`config.mk`:
```
export PLATFORM = sky130hd
export DESIGN_NAME = frame_reader
export DESIGN_NICKNAME = d
export VERILOG_FILES = /design/src/rtl/display_pkg.sv /design/src/rtl/raster_counter.sv /design/src/rtl/frame_reader.sv
export SDC_FILE = /design/constraint.sdc
export NUM_CORES = 1
export LEC_CHECK = 0
export ABC_AREA = 0
export CELL_PAD_IN_SITES_DETAIL_PLACEMENT = 0
export CELL_PAD_IN_SITES_GLOBAL_PLACEMENT = 2
export CORE_ASPECT_RATIO = 0.6
export CORE_MARGIN = 2
export CORE_UTILIZATION = 27
export DETAILED_ROUTE_END_ITERATION = 8
export PLACE_DENSITY = 0.8
export SYNTH_ARGS = -nofsm -noshare
export SYNTH_HDL_FRONTEND = slang
export SYNTH_SLANG_ARGS = --single-unit
```
`constraint.sdc`:
```
create_clock -name clk -period 3.83 [get_ports clk]
set_clock_uncertainty 0.1 [all_clocks]
set_input_delay 1.149 -clock clk [delete_from_list [all_inputs] [get_ports clk]]
set_output_delay 1.149 -clock clk [all_outputs]
set_load 0.01 [all_outputs]
```
`src/rtl/display_pkg.sv`:
```
// Shared constants, state encoding and pixel type for the frame-store read path.
package display_pkg;

    localparam int H_PIXELS     = 110;
    localparam int V_LINES      = 110;
    localparam int BPP          = 24;
    localparam int BYTES_PER_PX = 3;
    localparam int CNT_W        = 10;

    typedef logic [BPP-1:0] pixel_t;

    typedef enum logic [2:0] {
        IDLE,
        FETCH,
        LATCH,
        SEND0,
        SEND1,
        SEND2,
        DONE
    } state_t;

endpackage

```
`src/rtl/raster_counter.sv`:
```
// Pixel/line position counters for a raster scan; saturate at the last pixel of the frame.
module raster_counter
    import display_pkg::*;
#(
    parameter int H_PIXELS = display_pkg::H_PIXELS,
    parameter int V_LINES  = display_pkg::V_LINES
) (
    input  logic             clk,
    input  logic             reset,
    input  logic             clear,
    input  logic             advance,
    output logic [CNT_W-1:0] px,
    output logic [CNT_W-1:0] line,
    output logic             last_px,
    output logic             last_frame
);

    assign last_px    = (px == CNT_W'(H_PIXELS - 1));
    assign last_frame = last_px && (line == CNT_W'(V_LINES - 1));

    always_ff @(posedge clk) begin
        if (!reset || clear) begin
            px   <= '0;
            line <= '0;
        end else if (advance && !last_frame) begin
            if (last_px) begin
                px   <= '0;
                line <= line + CNT_W'(1);
            end else begin
                px <= px + CNT_W'(1);
            end
        end
    end

endmodule

```
`src/rtl/frame_reader.sv`:
```
// Raster-order frame-store reader emitting each 24-bit pixel as R,G,B bytes on a valid/ready stream.
// Optional FRAME_SYNC_EN adds sof/eol framing flags alongside the byte stream.
//
// state | meaning
// IDLE  | waiting for start
// FETCH | read strobe for the current pixel
// LATCH | capture read data into the pixel register
// SEND0 | present R byte
// SEND1 | present G byte
// SEND2 | present B byte, then step to next pixel or finish
// DONE  | one-cycle done pulse
module frame_reader
    import display_pkg::*;
#(
    parameter int H_PIXELS = display_pkg::H_PIXELS,
    parameter int V_LINES  = display_pkg::V_LINES
) (
    input  logic        clk,
    input  logic        reset,
    input  logic        start,
    output logic        busy,
    output logic        done,
    output logic        rd_en,
    output logic [9:0]  rd_px,
    output logic [9:0]  rd_line,
    input  logic [23:0] rd_data,
    output logic [7:0]  byte_out,
    output logic        byte_valid,
    input  logic        byte_ready,
`ifdef FRAME_SYNC_EN
    output logic        sof,
    output logic        eol,
`endif
    output logic [9:0]  PxOut,
    output logic [9:0]  LineOut
);

    state_t           state, state_nx;
    pixel_t           pix;
    logic [CNT_W-1:0] px, line;
    logic             last_px, last_frame;
    logic             cnt_clear, cnt_adv;

    raster_counter #(
        .H_PIXELS (H_PIXELS),
        .V_LINES  (V_LINES)
    ) u_raster (
        .clk        (clk),
        .reset      (reset),
        .clear      (cnt_clear),
        .advance    (cnt_adv),
        .px         (px),
        .line       (line),
        .last_px    (last_px),
        .last_frame (last_frame)
    );

    always_ff @(posedge clk) begin
        if (!reset) begin
            state <= IDLE;
            pix   <= '0;
        end else begin
            state <= state_nx;
            if (state == LATCH) pix <= rd_data;
        end
    end

    always_comb begin
        state_nx   = state;
        cnt_clear  = 1'b0;
        cnt_adv    = 1'b0;
        busy       = 1'b0;
        done       = 1'b0;
        rd_en      = 1'b0;
        byte_valid = 1'b0;
        byte_out   = '0;
        case (state)
            IDLE: begin
                if (start) begin
                    cnt_clear = 1'b1;
                    state_nx  = FETCH;
                end
            end
            FETCH: begin
                busy     = 1'b1;
                rd_en    = 1'b1;
                state_nx = LATCH;
            end
            LATCH: begin
                busy     = 1'b1;
                state_nx = SEND0;
            end
            SEND0: begin
                busy       = 1'b1;
                byte_valid = 1'b1;
                byte_out   = pix[23:16];
                if (byte_ready) state_nx = SEND1;
            end
            SEND1: begin
                busy       = 1'b1;
                byte_valid = 1'b1;
                byte_out   = pix[15:8];
                if (byte_ready) state_nx = SEND2;
            end
            SEND2: begin
                busy       = 1'b1;
                byte_valid = 1'b1;
                byte_out   = pix[7:0];
                if (byte_ready) begin
                    cnt_adv  = !last_frame;
                    state_nx = last_frame ? DONE : FETCH;
                end
            end
            DONE: begin
                done     = 1'b1;
                state_nx = IDLE;
            end
            default: state_nx = IDLE;
        endcase
    end

    // Counters only move on SEND2 acceptance, so position outputs hold under backpressure.
    assign rd_px   = px;
    assign rd_line = line;
    assign PxOut   = px;
    assign LineOut = line;

`ifdef FRAME_SYNC_EN
    assign sof = (state == SEND0) && (px == '0) && (line == '0);
    assign eol = (state == SEND2) && last_px;
`endif

endmodule

```
==> Yosys cells after proc, flatten, opt, wreduce, memory -nomap -nowiden <==
Cells that the tools add are included.
W data, S select, Z words.
{ "totals": {"regBits": 47, "elab_cells": 44, "output_inout_bits": 52} }
{ "classes": {"n_mux": 16, "add_sub_neg": 2, "reduce_logical": 10, "eq_ne": 12} }
{ "ops": {"columns": ["cell", "n"], "rows": [
  ["$pmux W8 S3", 1],
  ["$add A10 B1 Y10 const B", 2],
  ["$eq A10 B7 Y1 const B", 2],
  ["$pmux W3 S6", 1],
  ["$mux W3", 5],
  ["$mux W10", 1],
  ["$eq A3 B3 Y1 const B", 3],
  ["$mux W1", 8],
  ["$ne A2 B2 Y1 const B", 4],
  ["$eq A3 B2 Y1 const B", 2],
  ["$reduce_or A5 Y1", 1],
  ["$reduce_and A4 Y1", 1],
  ["$eq A3 B1 Y1 const B", 1],
  ["$logic_not A3 Y1", 1],
  ["$reduce_or A3 Y1", 1],
  ["$logic_and A1 B1 Y1", 2],
  ["$logic_not A1 Y1", 2],
  ["$reduce_and A2 Y1", 1],
  ["$logic_or A1 B1 Y1", 1]
]} }

==> Logic depth before layout (Yosys ltp) <==
Gate-level depths: netlist of run 1.
{ "logic_depth": {"word_depth": 7, "depth_mapped": 7} }

==> Cells and area by module <==
Synthesis of run 1 repeated with hierarchy kept, for this count alone.
{ "hier_totals": {"cells_unflattened": 279, "hier_area_um2": 2626.3} }
{ "by_module_without_submodules": {"columns": ["mod", "n_inst", "seq_area_each_um2", "cells_per_inst", "area_each_um2"], "rows": [
  ["frame_reader", 1, 540.5, 148, 1483.9],
  ["raster_counter", 1, 400.4, 131, 1142.3]
]} }

==> Least setup slack after synthesis of run 1 <==
OpenSTA, ideal clock, no wires.
{ "synth_timing": {"path_type": "in2reg", "startpoint": "input port byte_ready", "endpoint": "register u_raster.line[8]", "required_time_ns": 3.660, "path_slack_ns": 1.198, "path_stages": 4, "arrival_ns": 2.462, "path_cell_list": "nand4b_1 or4_4 or4_1 a21oi_1"} }
{ "synth_between": {"elab_chain_len": 4} }
{ "synth_lines": {"columns": ["item", "line_no", "rtl"], "rows": [
  ["start: declaration", "frame_reader.sv:29", "input logic byte_ready,"],
  ["$mux W1", "frame_reader.sv:109", "if (byte_ready) begin"],
  ["$mux W1", "frame_reader.sv:77", "case (state)"],
  ["$logic_and A1 B1 Y1", "raster_counter.sv:25", "end else if (advance && !last_frame) begin"],
  ["$reduce_and A2 Y1 (no line)", null, null],
  ["end signal: assignment", "raster_counter.sv:28", "line <= line + CNT_W'(1);"],
  ["end: declaration", "raster_counter.sv:13", "output logic [CNT_W-1:0] line,"]
]} }
No other way between the ends.
A chain may end at the register's enable or synchronous reset.

==> Worst setup path after layout of run 1 <==
{ "layout_timing": {"startpoint": "register state[1]", "endpoint": "output port byte_out[6]"} }
{ "layout_between": {"elab_chain_len": 2, "word_cells_on_any_way": 4} }
{ "layout_lines": {"columns": ["item", "line_no", "rtl"], "rows": [
  ["start: declaration", "frame_reader.sv:38", "state_t state, state_nx;"],
  ["start signal: assignment", "frame_reader.sv:63", "state <= state_nx;"],
  ["$eq A3 B3 Y1 or $eq A3 B2 Y1 (tied branches)", "frame_reader.sv:77", null],
  ["$pmux W8 S3 (*)", "frame_reader.sv:77", null],
  ["end: declaration", "frame_reader.sv:27", "output logic [7:0] byte_out,"]
]} }
Mark *: on every way between the ends. The rest lies on a longest branch, timed or not.

==> summary.md, run 1 <==
| Metric | Value |
|---|---|
| Status | `finished, final reports clean` |
| Met1 Track Usage GR | `21.2%` |
| Maxcap violations | `0` |
| Fin crit period | `3.38 ns` |
| Core box area | `9050 um2` |
| Cells after Synth | `316` |
| Syn_nets | `348` |
| Synth Area in Adders | `2.01%` |
| First-pass detailed-route iteration total | `4` |
| Gp weighted congestion | `0.779` |
| Starting DRT DRC Count | `187` |
| Final nets | `402` |
| Port bufs | `79` |
| Number of flops mapped to enable cells by yosys | `0` |
| First-pass GRT wire length | `11100 um` |
| Mux contribution to synthesized area | `5.24%` |
| Initial antenna violation count | `0` |
| Post-synthesis async set-or-reset flop share | `0%` |
| CTS Hold Bufs | `0` |
| Synth Area in Simple Gates | `26.7%` |
| Worst Setup End Kind | `output pin` |
| Reg power frac | `44.0%` |
| Largest net degree at the start of global routing | `26` |
| Min-delay worst type | `register to register` |
| Most numerous cell in the Yosys netlist | `nand2_1` |
| M2 GR Usage | `19.7%` |
| Switch share | `24.1%` |
| P_int | `895 uW` |
| DR vias | `2409` |
| Sw Pwr | `284 uW` |
| Met3 Track Usage GR | `3.75%` |
| Critical path's slowest cell | `clkdlybuf4s50_1` |
| Setup-failing EPs final | `0` |
| Startpoint types | `register` |
| Pleak | `1.11 nW` |
| Antenna-violating nets left | `0` |
| FF/Latch Area | `941 um2` |
| FMAX | `0.296 GHz` |
| Top Usage Layer GRT | `met1` |
| Final Hold Fails | `0` |
| Clock H-tree levels | `2` |
| Skew-Pair Late Insertion Delay | `0.30 ns` |
| Io pins | `80` |
| Xor and xnor area share after synthesis | `0.705%` |
| Headroom to the max-slew limit | `31.6%` |
| Post-CTS setup buffer count | `0` |
| Post-DP HPWL | `5180 um` |
| Worst VDD drop | `173 uV` |
| Remaining Overflow, GRT | `0` |
| CP required | `2.58 ns` |
| Filler cells | `939` |
| Critical path arrival | `2.13 ns` |
| Combinational family with the most area after synthesis | `simple AND/OR/NAND/NOR gates` |
| Maximum root-to-sink buffer count | `2` |
| Complex-gate fraction of the synthesized area | `17.2%` |
| Row count | `27` |
| Setup Total Neg Slack | `0 ns` |
| WL final | `7060 um` |
| Top_reg_cell synth | `dfxtp_1` |
| Top cells by area, synth | `dfxtp_1, nand2_1, a21oi_1` |
| Leading cell types by count after synthesis | `nand2_1, dfxtp_1, a21oi_1` |
| Starting Density | `27.4%` |
| Worst Max-Slew Pin Slew | `1.02 ns` |
| Post-layout util | `37.7%` |
| Crit Path Max Fanout | `12` |
| Mapped Area | `2480 um2` |
| Clock slew at reported path FFs | `0.07 ns` |
| CTS tree | `done` |
| Syn avg cell area | `7.86 um2` |
| Final Slew Violations | `0` |
| PD cells | `346 nW/um2` |
| Yosys cell types | `41` |
| Vias/cell | `4.95` |
| Largest area contributor in the netlist | `dfxtp_1` |
| Syn. warnings | `0` |
| Mean routed wirelength per cell | `14.5 um` |
| Most used cell, CP | `nand2_1` |
| WS Path Type | `register to output pin` |
| Vias in the first global route | `2131` |
| Combinational fraction of design power | `11.5%` |
| Clock Sinks | `47` |
| Layout cells sized above 1 | `5.39%` |
| Crit path cell chain | `nand2_1 -> nor2_1 -> nand2_1 -> o21ai_0 -> clkdlybuf4s50_1` |
| Clock share of power | `44.5%` |
| Fin crit share | `88.2%` |
| DRC | `0` |
| Sequential-to-total area share from yosys stat | `37.9%` |
| Die extent in x | `128 um` |
| Overall routing resource usage | `14.2%` |
| RSZ-0062 raised after global routing | `no` |
| Max incr delay on CP | `0.57 ns` |
| DIE HEIGHT | `78.3 um` |
| Share of Yosys cell area claimed by the top area cell type | `37.9%` |
| Post-CTS sizing | `0` |
| Seq cells post-synth | `47` |
| Ant diodes | `0` |
| Area delta synth->final | `37.3%` |
| Root Buffer | `clkbuf_16` |
| Die area | `10000 um2` |
| Number of buffers created by CTS | `5` |
| Area occupied by multi-input gates | `1290 um2` |
worst paths after layout:
kind,start,end,slack (ns),cells past startpoint
hold / removal,pix[3]$_SDFFE_PN0P_,pix[3]$_SDFFE_PN0P_,0.35,2
setup / recovery,state[1]$_SDFFE_PN0P_,byte_out[6],0.45,5
hold reg to reg,pix[3]$_SDFFE_PN0P_,pix[3]$_SDFFE_PN0P_,0.35,2
setup reg to reg,u_raster.line[0]$_SDFFE_PP0P_,u_raster.px[1]$_SDFFE_PP0P_,1.24,5
per-stage QoR:
step	total power [mW]	cells	instance area, um2	setup WS (ns)	hold slack, ns
final	1.18	487	3410	0.452	0.355
after global routing	1.22	487	3410	0.208	0.372
after CTS	1.19	487	3410	0.435	0.356
after detailed placement	0.666	479	3240	0.262	0.348
after global placement	0.665	479	3240	0.371	0.342
after floorplan	0.602	316	2480	1.20	0.336
layout by cell type (no fill, tap or decap), drive strengths merged, types with 2 or more instances in the layout:
| master | count |
|---|---|
| a21oi | 42 |
| nor4 | 3 |
| nand2 | 69 |
| nand4b | 2 |
| or3 | 11 |
| ha | 4 |
| nand3 | 7 |
| or4 | 9 |
| buf | 6 |
| nor3 | 6 |
| xor2 | 2 |
| o21ai | 21 |
| o31ai | 4 |
| mux2i | 13 |
| nor2 | 5 |
| clkbuf | 6 |
| o211ai | 2 |
| dfxtp | 47 |
| nand4 | 7 |
| clkdlybuf4s50 | 79 |
| and2 | 4 |
| inv | 6 |
| a211oi | 2 |
critical path, delay by kind of cell (launching register included):
| family | cells | cell delay, ns |
|---|---|---|
| buffers and inverters | 1 | 0.57 |
| AND/OR/NAND/NOR | 3 | 0.62 |
| flip-flops | 1 | 0.53 |
| AO/OA/AOI/OAI | 1 | 0.11 |
power groups by stage:
stage | Clock, mW | Sequential [mW] | Combinational (mW)
final | 0.524 | 0.519 | 0.136
after global placement | 0 | 0.529 | 0.136
after detailed placement | 0 | 0.530 | 0.137
after floorplan | 0 | 0.524 | 0.0785
after CTS | 0.532 | 0.519 | 0.137
after global routing | 0.547 | 0.522 | 0.150
layout make-up:
class	count	share of cell area [%]
clock buffers	6	4.07
clock inverters	2	1.03
inverters	6	0.660
multi-input cells	225	37.9
flip-flops and latches	47	27.6
well taps	116	4.26
repair buffers	85	24.5
routing by layer:
layer	vias up	share of wire (%)	wire (um)
li1	1202	-	-
met1	1150	55	3880
met2	52	40	2810
met3	5	4.4	309
met4	0	0.96	68
met5	-	0	0
cell families after synthesis:
kind of cell | Yosys count
AND/OR/NAND/NOR | 129
AO/OA/AOI/OAI | 77
flip-flops | 47
buffers and inverters | 44
multiplexers | 13
adder cells (fa/ha/maj) | 4
XOR/XNOR | 2
flip-flops by register name, indices dropped and copies added, names as in the netlist:
register       cells
u_raster.line     10
u_raster.px       10
pix               24
state              3
Note: power is estimated with default switching activity, not from simulation.
==> run 2: changes to the inputs <==
CORE_UTILIZATION = 25   (was 27)
PLACE_DENSITY = 0.75   (was 0.8)
clock period = 4 ns   (was 3.83 ns; I/O delays follow)
==> run 2 against run 1 <==
Flip-flop and latch count did not move. Die area increased by 7.7%. Sequential power shrank 4.2%. Sequential share of layout area up 0.10 points. Final area is 0.37% lower. Global-route usage down 0.58 points. Routed wire length about the same. First-iteration DRC count fell by 7.5%. Largest cell class unchanged. Highest routed layer unchanged.
==> summary.md, run 2 (synthesis results as in run 1) <==
| Metric | Value |
|---|---|
| Critical path's slowest cell | `clkdlybuf4s50_1` |
| Status | `finished, final reports clean` |
| Vias in the first global route | `2167` |
| Die extent in x | `133 um` |
| DR vias | `2358` |
| WS Path Type | `register to output pin` |
| Worst Setup End Kind | `output pin` |
| RSZ-0062 raised after global routing | `no` |
| FF/Latch Area | `941 um2` |
| Largest net degree at the start of global routing | `33` |
| Setup-failing EPs final | `0` |
| CTS tree | `done` |
| Number of buffers created by CTS | `5` |
| Overall routing resource usage | `13.6%` |
| Mean routed wirelength per cell | `14.0 um` |
| Root Buffer | `clkbuf_16` |
| Largest register by flop count | `pix` |
| CTS Hold Bufs | `0` |
| Ant diodes | `0` |
| Post-DP HPWL | `5190 um` |
| Filler cells | `1013` |
| Maximum root-to-sink buffer count | `2` |
| DRC | `0` |
| Clock H-tree levels | `2` |
| FMAX | `0.286 GHz` |
| First-pass GRT wire length | `11600 um` |
| Fin crit period | `3.50 ns` |
| Die area | `10800 um2` |
| Maxcap violations | `0` |
| Skew-Pair Late Insertion Delay | `0.29 ns` |
| Top Registers | `pix: 24 flops, u_raster.line: 10 flops, u_raster.px: 10 flops` |
| Startpoint types | `register` |
| Crit Path Max Fanout | `12` |
| Area occupied by multi-input gates | `1290 um2` |
| Worst Max-Slew Pin Slew | `1.08 ns` |
| Min-delay worst type | `register to register` |
| Row count | `28` |
| Crit path cell chain | `nand2_1 -> nor2_1 -> nand2_1 -> o21ai_0 -> clkdlybuf4s50_1` |
| Io pins | `80` |
| Port bufs | `79` |
| Worst reg2reg setup slack | `1.38 ns` |
| Setup Total Neg Slack | `0 ns` |
| Clock Sinks | `47` |
| DP Worst Slack | `0.378 ns` |
| Commonest non-fill, non-tap cell in the layout | `clkdlybuf4s50_1` |
| WL final | `7070 um` |
| Clock slew at reported path FFs | `0.07 ns` |
| Initial antenna violation count | `0` |
| Max reg flops | `24` |
| Post-CTS setup buffer count | `0` |
| Pleak | `1.09 nW` |
| Headroom to the max-slew limit | `27.2%` |
| Fin crit share | `87.4%` |
| Starting Density | `25.4%` |
| Max incr delay on CP | `0.57 ns` |
| Layout cells sized above 1 | `5.14%` |
| Final Slew Violations | `0` |
| Final nets | `401` |
| First-pass detailed-route iteration total | `4` |
| Overall power | `1.04 mW` |
| Most used cell, CP | `nand2_1` |
| Vias/cell | `4.67` |
| Final Hold Fails | `0` |
| Core box area | `9770 um2` |
| Most frequent cells in the layout | `clkdlybuf4s50_1, nand2_1, dfxtp_1` |
| DIE HEIGHT | `81.2 um` |
| Area delta synth->final | `36.8%` |
| Remaining Overflow, GRT | `0` |
| Critical path arrival | `2.20 ns` |
| CP required | `2.70 ns` |
| PD cells | `307 nW/um2` |
| Worst VDD drop | `203 uV` |
| Setup slack after layout | `0.504 ns` |
| Post-layout util | `34.8%` |
| Post-CTS sizing | `0` |
| Starting DRT DRC Count | `173` |
| Gp weighted congestion | `0.738` |
| Antenna-violating nets left | `0` |
-- run 2: cell types whose count changed in the layout (fill, tap and decap cells not counted), sizes merged --
cell      delta
bufinv       -1
clkinvlp     +2
buf          -1
clkbuf       -1
-- run 2: stage by stage --
step                      std cells  cell area, um2  hold slack (ns)
final                           505            3400            0.354
after global routing            505            3400            0.375
after CTS                       505            3400            0.359
after detailed placement        497            3250            0.350
after global placement          497            3250            0.342
after floorplan                 316            2480            0.336
-- run 2: final timing paths --
check / from / to / cells past startpoint
min reg2reg: pix[2]$_SDFFE_PN0P_ / pix[2]$_SDFFE_PN0P_ / 2
max reg2reg: u_raster.px[0]$_SDFFE_PP0P_ / u_raster.px[2]$_SDFFE_PP0P_ / 5
max: state[1]$_SDFFE_PN0P_ / byte_out[6] / 5
min: pix[2]$_SDFFE_PN0P_ / pix[2]$_SDFFE_PN0P_ / 2
-- run 2: worst max-delay path: cells and delay by family (launching register included) --
kind | cells | cell delay [ns]
buffers and inverters | 1 | 0.57
and+or+nand+nor | 3 | 0.68
AOI/OAI and AO/OA | 1 | 0.11
DFF | 1 | 0.54
-- run 2: area by class of cell --
cell class	instances	area share [%]
clock inverters	3	0.589
multi-input cells	225	38.0
clock buffers	5	3.68
well taps	135	4.97
flip-flops and latches	47	27.7
repair buffers	84	24.4
inverters	6	0.663
-- run 2: report_power, final --
group / total, mW / internal [mW] / switching [mW] / leakage [nW]
Sequential: 0.497 / 0.485 / 0.0120 / 0.380
Combinational: 0.130 / 0.0601 / 0.0697 / 0.642
Clock: 0.416 / 0.231 / 0.186 / 0.0658
Total: 1.04 / 0.775 / 0.268 / 1.09
-- run 2: routing by layer --
layer / track usage, % / share of wire [%] / vias to the layer above / routed length (um)
li1: - / - / 1214 / -
met1: 21.3 / 57 / 1097 / 4050
met2: 18.2 / 39 / 45 / 2760
met3: 3.31 / 3.2 / 2 / 223
met4: 2.58 / 0.50 / 0 / 35
met5: 0 / 0 / - / 0
